[config.mk]
export PLATFORM = sky130hd
export DESIGN_NAME = instruction_fetch
export DESIGN_NICKNAME = d
export VERILOG_FILES = /design/src/rtl/instruction_fetch_pkg.sv /design/src/rtl/fetch_fifo.sv /design/src/rtl/instruction_fetch.sv
export SDC_FILE = /design/constraint.sdc
export NUM_CORES = 1
export LEC_CHECK = 0
export CAP_MARGIN = 20
export CELL_PAD_IN_SITES_DETAIL_PLACEMENT = 1
export CELL_PAD_IN_SITES_GLOBAL_PLACEMENT = 1
export CORE_MARGIN = 5
export CORE_UTILIZATION = 45
export CTS_CLUSTER_DIAMETER = 200
export DETAILED_ROUTE_END_ITERATION = 10
export PLACE_DENSITY = 0.77
export SYNTH_ARGS = -nofsm -noshare
export SYNTH_HDL_FRONTEND = slang
export SYNTH_SLANG_ARGS = --single-unit
[constraint.sdc]
create_clock -name clk -period 3.9 [get_ports clk]
set_input_delay 0.585 -clock clk [delete_from_list [all_inputs] [get_ports clk]]
set_output_delay 0.585 -clock clk [all_outputs]
set_load 0.02 [all_outputs]
[src/rtl/instruction_fetch_pkg.sv]
// ============================================================================
//  Module   : instruction_fetch_pkg
//  Brief    : Shared pipeline constants and types for the fetch stage.
//  Revision : 1.0 - initial release
// ============================================================================
`default_nettype none

package instruction_fetch_pkg;

    localparam logic [31:0] c_nop        = 32'h0000_0000;
    localparam logic [31:0] c_reset_pc   = 32'h0000_0000;
    localparam logic [31:0] c_word_bytes = 32'd4;

    typedef enum logic [1:0] {
        ST_IDLE    = 2'd0,
        ST_REQ     = 2'd1,
        ST_DISCARD = 2'd2
    } fetch_state_t;

    typedef struct packed {
        logic [31:0] pc;
        logic [31:0] ir;
    } fd_entry_t;

    // Sequential word address; wraps naturally at 2^32.
    function automatic logic [31:0] next_word_addr(input logic [31:0] addr);
        return addr + c_word_bytes;
    endfunction

endpackage

`default_nettype wire

[src/rtl/fetch_fifo.sv]
// ============================================================================
//  Module   : fetch_fifo
//  Brief    : Prefetch FIFO of {PC, IR} pairs with push, pop and flush.
//  Revision : 1.0 - initial release
// ============================================================================
`default_nettype none

module fetch_fifo
    import instruction_fetch_pkg::*;
#(
    parameter int DEPTH = 4
) (
    input  logic                       clk,
    input  logic                       rst,
    input  logic                       push,
    input  logic                       pop,
    input  logic                       flush,
    input  fd_entry_t                  wdata,
    output logic [$clog2(DEPTH):0]     count,
    output fd_entry_t                  head
);

    localparam int AW = $clog2(DEPTH);
    localparam int CW = AW + 1;
    localparam logic [CW-1:0] c_depth = CW'(DEPTH);

    fd_entry_t       r_mem [DEPTH];
    logic [AW-1:0]   r_wr_ptr;
    logic [AW-1:0]   r_rd_ptr;
    logic [CW-1:0]   r_count;
    logic            w_do_push;
    logic            w_do_pop;

    // Flush wins over both push and pop so the FIFO is empty next cycle.
    assign w_do_push = push & ~flush & (r_count != c_depth);
    assign w_do_pop  = pop  & ~flush & (r_count != '0);

    always_ff @(posedge clk or posedge rst) begin
        if (rst) begin
            r_wr_ptr <= '0;
            r_rd_ptr <= '0;
            r_count  <= '0;
        end else if (flush) begin
            r_wr_ptr <= '0;
            r_rd_ptr <= '0;
            r_count  <= '0;
        end else begin
            if (w_do_push) r_wr_ptr <= r_wr_ptr + AW'(1);
            if (w_do_pop)  r_rd_ptr <= r_rd_ptr + AW'(1);
            unique case ({w_do_push, w_do_pop})
                2'b10:   r_count <= r_count + CW'(1);
                2'b01:   r_count <= r_count - CW'(1);
                default: r_count <= r_count;
            endcase
        end
    end

    always_ff @(posedge clk) begin
        if (w_do_push) r_mem[r_wr_ptr] <= wdata;
    end

    assign count = r_count;
    assign head  = (r_count != '0) ? r_mem[r_rd_ptr] : '{pc: 32'h0, ir: c_nop};

endmodule

`default_nettype wire

[src/rtl/instruction_fetch.sv]
// ============================================================================
//  Module   : instruction_fetch
//  Brief    : MIPS IF stage - single-outstanding imem fetch, prefetch FIFO,
//             redirect flush with in-flight response discard.
//  Revision : 1.0 - initial release
// ============================================================================
`default_nettype none

module instruction_fetch
    import instruction_fetch_pkg::*;
#(
    parameter int          DEPTH    = 4,
    parameter logic [31:0] RESET_PC = c_reset_pc
) (
    input  logic        clk,
    input  logic        rst,
    output logic        imem_req,
    output logic [31:0] imem_addr,
    input  logic        imem_ack,
    input  logic [31:0] imem_rdata,
    input  logic        redirect,
    input  logic [31:0] redirect_pc,
    output logic        fd_valid,
    input  logic        fd_ready,
    output logic [31:0] PC,
    output logic [31:0] IR
);

    localparam int CW = $clog2(DEPTH) + 1;
    localparam logic [CW-1:0] c_depth = CW'(DEPTH);

    fetch_state_t   r_state;
    fetch_state_t   w_next_state;
    logic [31:0]    r_fetch_pc;
    logic [31:0]    w_next_fetch_pc;
    logic [31:0]    r_req_addr;
    logic [31:0]    w_redirect_target;
    logic [CW-1:0]  w_count;
    logic [CW-1:0]  w_count_post;
    logic           w_push;
    logic           w_pop;
    logic           w_flush;
    fd_entry_t      w_head;
    fd_entry_t      w_wdata;

    assign w_redirect_target = redirect_pc & ~32'h0000_0003;
    assign w_pop             = fd_valid & fd_ready;
    assign w_count_post      = w_count + CW'(1) - CW'(w_pop);
    assign w_wdata           = '{pc: r_fetch_pc, ir: imem_rdata};

    always_ff @(posedge clk or posedge rst) begin
        if (rst) begin
            r_state    <= ST_IDLE;
            r_fetch_pc <= RESET_PC;
            r_req_addr <= RESET_PC;
        end else begin
            r_state    <= w_next_state;
            r_fetch_pc <= w_next_fetch_pc;
            // Remember the issued address so DISCARD can keep presenting it.
            if (r_state == ST_REQ) r_req_addr <= r_fetch_pc;
        end
    end

    always_comb begin
        w_next_state    = r_state;
        w_next_fetch_pc = r_fetch_pc;
        w_push          = 1'b0;
        w_flush         = 1'b0;
        unique case (r_state)
            ST_IDLE: begin
                if (redirect) begin
                    w_flush         = 1'b1;
                    w_next_fetch_pc = w_redirect_target;
                    w_next_state    = ST_REQ;
                end else if (w_count < c_depth) begin
                    w_next_state = ST_REQ;
                end
            end
            ST_REQ: begin
                if (redirect) begin
                    w_flush         = 1'b1;
                    w_next_fetch_pc = w_redirect_target;
                    w_next_state    = imem_ack ? ST_REQ : ST_DISCARD;
                end else if (imem_ack) begin
                    // Space was reserved when the request was issued.
                    w_push          = 1'b1;
                    w_next_fetch_pc = next_word_addr(r_fetch_pc);
                    w_next_state    = (w_count_post < c_depth) ? ST_REQ : ST_IDLE;
                end
            end
            ST_DISCARD: begin
                if (redirect) begin
                    w_flush         = 1'b1;
                    w_next_fetch_pc = w_redirect_target;
                end
                if (imem_ack) w_next_state = ST_REQ;
            end
            default: w_next_state = ST_IDLE;
        endcase
    end

    fetch_fifo #(
        .DEPTH (DEPTH)
    ) u_fetch_fifo (
        .clk   (clk),
        .rst   (rst),
        .push  (w_push),
        .pop   (w_pop),
        .flush (w_flush),
        .wdata (w_wdata),
        .count (w_count),
        .head  (w_head)
    );

    assign imem_req  = (r_state != ST_IDLE);
    assign imem_addr = (r_state == ST_DISCARD) ? r_req_addr : r_fetch_pc;
    assign fd_valid  = (w_count != '0);
    assign PC        = w_head.pc;
    assign IR        = w_head.ir;

endmodule

`default_nettype wire

* Yosys cells after proc, flatten, opt, wreduce, memory -nomap -nowiden *
Memory sizes are Yosys's and may differ from the RTL's.
Cells that the tools add are included.

operators by class
  add/subtract/negate cells = 6
  multiply operators = 0
  div/mod/pow operators = 0
  order comparisons = 2
  eq/ne operators = 9
  shifts and indexed selects = 0
  mux-type cells = 27
  bitwise gates (word level) = 6
  reductions and logical operators = 11

operators by type and width
  kind                   count
  $mux 32                4
  $mux 64                1
  $pmux 32 s2            1
  $add 32x3->32 const B  1
  $mux 2                 10
  $ne 3x3->1 const B     3
  $mux 1                 8
  $reduce_bool 2->1      4
  $lt 3x3->1 const B     2
  $pmux 2 s3             1
  $pmux 3 s2             1
  $reduce_and 3->1       2
  $reduce_bool 3->1      2
  $and 1x1->1            5
  $add 2x1->2 const B    2
  $eq 2x1->1 const B     2
  $eq 2x2->1 const B     2
  $add 3x1->3 const B    1
  $mux 3                 1
  $reduce_or 3->1        1
  $sub 3x1->3            1
  $sub 3x1->3 const B    1
  $logic_not 2->1        1
  $ne 2x1->1 const B     1
  other kinds (3)        3

storage, ports and cells
  register bits after elaboration = 73
  latch bits = 0
  bits in writable memories = 256
  ROM bits = 0
  output and inout port bits = 98
  logic and storage cells = 68
  memories kept = 1

memories
  memory              depth  bits a word  read ports  clocked after Yosys merged registers in  write ports  line              RTL
  u_fetch_fifo.r_mem  4      64           1           0                                        1            fetch_fifo.sv:27  fd_entry_t r_mem [DEPTH];

* Depth between registers and ports, before layout *
  depth in word-level cells = 9
  gate-level depth with buffers = 10
  mapped depth without buffers = 9

* Cells and area by module *
From an unflattened synthesis, not the netlist that was laid out.

second synthesis, totals
  cells, all modules = 816
  area total of the unflattened synthesis = 13798.2 µm²

modules (own cells, without submodules)
  module             times used  cells each  area each (µm²)  sequential area each (µm²)
  fetch_fifo         1           454         10138.5          7862.5
  instruction_fetch  1           362         3659.8           1551.5

* Worst setup path before layout *
Ideal clock, no wire load.

  kind = input port to flip-flop
  start = input port imem_ack
  end = memory u_fetch_fifo.r_mem[0][0] (netlist name), enable pin
  arrival = 2690 ps
  required time = 3473 ps
  slack = 783 ps
  stages = 5
  buffers on the path = 1
  cell sequence = a21oi_1 -> a21o_1 -> buf_2 -> nor2_1 -> and3_1

between the ends
  word-level cells in the longest chain between the ends = 7

ends and longest elaborated chain
  element                       line                     RTL
  start: declaration            instruction_fetch.sv:19  input logic imem_ack,
  $mux 1                        instruction_fetch.sv:84  end else if (imem_ack) begin
  $mux 1                        instruction_fetch.sv:80  if (redirect) begin
  $mux 1                        instruction_fetch.sv:69  unique case (r_state)
  $and 1x1->1 (2 in a row)      fetch_fifo.sv:35         assign w_do_push = push & ~flush & (r_count != c_depth);
  $mux 1                        fetch_fifo.sv:59         if (w_do_push) r_mem[r_wr_ptr] <= wdata;
  $mux 1 (implied by the code)  fetch_fifo.sv:59
  end: declaration              fetch_fifo.sv:27

No other way between the ends.

* Final worst setup path *
  start = register u_fetch_fifo.r_count[0], in the netlist u_fetch_fifo.count[0]
  end = output port PC[16]

between the ends
  word-level cells in the longest chain between the ends = 2

ends and longest elaborated chain
  element                   line                     RTL
  start: declaration        fetch_fifo.sv:30         logic [CW-1:0] r_count;
  start signal: assignment  fetch_fifo.sv:51         2'b10: r_count <= r_count + CW'(1);
  start signal: assignment  fetch_fifo.sv:52         2'b01: r_count <= r_count - CW'(1);
  start signal: assignment  fetch_fifo.sv:53         default: r_count <= r_count;
  $reduce_bool 3->1         fetch_fifo.sv:63         assign head = (r_count != '0) ? r_mem[r_rd_ptr] : '{pc: 32'h0, ir: c_nop};
  $mux 64                   fetch_fifo.sv:63
  end: declaration          instruction_fetch.sv:25  output logic [31:0] PC,

No other way between the ends.

==> metrics <==
outcome finished, final reports clean; area share of fa/ha/maj cells after synthesis 0.8346%; area leader, netlist edfxtp_1; post-synth top area share 55.19%; YS warnings 0; CTS tree done; Max FO, Critical Path 20; count leader, synth edfxtp_1; Design Area, Final 16730 um^2; Post-DRT Antenna Nets 0; post-synthesis mux area share 15.00%; initial antenna violation count 0; layout cell share with drive strength beyond 1 20.71%; number of flops mapped to enable cells by yosys 248; Mapped Avg Cell Area 16.39 um^2; drt via density 5.628; CTS root buf clkbuf_16; Die Y 183.2 um; Top Ports 167; final worst slack 0.4991 ns; async set-reset flop share out of synthesis 21.77%; dpl ws 0.7684 ns; H-tree Lvls 2; post-CTS setup repair buffer count 0; largest net degree at the start of global routing 45; Worst setup EP type output pin; final number of max-transition violations 0; Final Core Density 56.45%; max cap viols 0; most frequent cells after synthesis edfxtp_1 (248), dfrtp_1 (69), and2_1 (62), mux4_2 (62), mux2_2 (54); drt initial violations 493; post-synthesis compound-gate area fraction 4.933%; Power per Cell Area 718.1 nW/um^2; xor/xnor cell area share of the yosys netlist 0.3895%; RSZ-0062 raised after global routing false; Yosys reg bits 317; vias in the first global route 8545; Slew @ Worst Pin 0.7700 ns; hold_ws 0.4879 ns; Fmax 0.2940 GHz; P_leak 0.005603 uW; fin crit share 87.20%; PostCTS Resize Cnt 0; sequential-to-total area share from yosys stat 67.99%; initial core utilization 45.53%; Synth Area in Simple Gates 8.615%; gpl congestion 0.8081; residual DRC count 0; CP arrival 2.82 ns; Worst-path clk slew 0.06 ns; Post-CTS Hold Buffers 0; Worst-Skew Late Latency 0.51 ns; Num CTS Buffers 34; Cell Area, Synth 13490 um^2; area grow syn2layout 23.99%; startpoint types flip-flop; skew final 0.01279 ns; Worst slew margin 48.67%; area of placed instances 15660 um^2; top_reg_cell synth edfxtp_1; synthesized instance count 823; CP Class flip-flop to output pin; PortBufs 160; Die Area 33550 um^2; Core Footprint 29640 um^2; first-pass GRT wire length 50690 um; GRT Residual Overflow 0; peak supply drop 0.0003333 V; synth top area cells edfxtp_1 (55%), dfrtp_1 (13%), mux4_2 (10%); HP Class flip-flop to flip-flop; FF/Latch Area 9181 um^2; Fin Setup TNS 0 ns; drt first pass iters 5; via count 7902; Final Hold Violating Endpoints 0; site row count 63; synth unique cells 61; area of the multi-input gates 4070 um^2; total clock sinks 317; Total Routed Length 32780 um; die width 183.2 um; Nets 1067; Tot GR Track Use 19.58%; Filler cells 2792; dpl hpwl 21240 um; average wire per standard cell 23.35 um; setup violators final 0; largest family of logic cells by synthesized area multiplexers; Worst Path Required 3.31 ns; Ant. Diodes 0; CTS Buffer Depth 3; min cycle time layout 3.401 ns
[worst max-delay path, stage by stage (launching register included)]
cell	delay, ns
dfrtp_1	0.41
inv_1	0.08
ha_1	0.24
nand2b_2	0.36
buf_4	0.34
and2_1	0.24
clkdlybuf4s50_1	0.63
[layer usage]
layer / up-vias / track usage [%] / routed length [um]
met5: - / 0 / 0
met2: 232 / 33.63 / 16770
met1: 4088 / 26.48 / 13910
met4: 0 / 3.814 / 401
met3: 32 / 3.709 / 1702
li1: 3550 / - / -
[kinds of logic after synthesis]
| kind of cell | after synthesis |
|---|---|
| DFF | 317 |
| and+or+nand+nor | 201 |
| muxes | 118 |
| AOI/OAI and AO/OA | 105 |
| buffers and inverters | 66 |
| adders and majority gates | 9 |
| xor gates and xnor gates | 6 |
| other | 1 |
[per-stage QoR]
stage                     power [uW]  instances
after detailed placement        9083       1343
after global placement          8951       1343
after CTS                      12190       1404
after floorplan                 7291        826
after global routing           12650       1404
final                          12010       1404
[final timing paths]
kind	slack, ns	depth (start not counted)	to	startpoint
min	0.49	2	r_req_addr[22]$_DFFE_PP0N_	r_req_addr[22]$_DFFE_PP0N_
max	0.50	6	PC[16]	u_fetch_fifo.count[0]$_DFFE_PP0P_
max reg2reg	1.49	5	u_fetch_fifo.r_mem[0][30]$_DFFE_PP_	r_state[0]$_DFFE_PP0P_
max in group asynchronous	2.67	3	r_fetch_pc[11]$_DFFE_PP0P_	rst
min reg2reg	0.49	2	r_req_addr[22]$_DFFE_PP0N_	r_req_addr[22]$_DFFE_PP0N_
min in group asynchronous	0.54	2	r_req_addr[25]$_DFFE_PP0N_	rst
[final cells by class]
class / count / area share [%]
clock buffer: 51 / 5.893
clock inverter: 10 / 0.4786
inverter: 10 / 0.2244
multi-input combinational: 443 / 24.33
sequential: 317 / 54.88
tap: 390 / 2.917
timing repair buffer: 183 / 11.28
[state kept, by name, summed over array words and instances, names as in the netlist]
register / cells
r_fetch_pc: 30
r_req_addr: 30
r_state: 2
u_fetch_fifo.count: 3
u_fetch_fifo.r_mem: 248
u_fetch_fifo.r_rd_ptr: 2
u_fetch_fifo.r_wr_ptr: 2
[cell usage in the layout, fill, tap and decap left out, drive strengths merged, types with 8 or more instances in the layout]
| cell type | instances |
|---|---|
| a2bb2oi | 9 |
| mux4 | 62 |
| buf | 23 |
| clkdlybuf4s50 | 160 |
| nand3 | 16 |
| and2 | 63 |
| nor2 | 26 |
| mux2 | 54 |
| dfrtp | 69 |
| inv | 11 |
| ha | 9 |
| o22ai | 13 |
| a21oi | 31 |
| edfxtp | 248 |
| clkbuf | 51 |
| nand2 | 43 |
| nand4 | 15 |
| o21ai | 25 |
| and3 | 8 |
[power by group]
group	total (uW)	internal [uW]	switching [uW]
logic	4070	2040	2030
registers	4870	4290	577
clock network	3070	1820	1250
total	12000	8150	3860
Note: power is estimated with default switching activity, not from simulation.
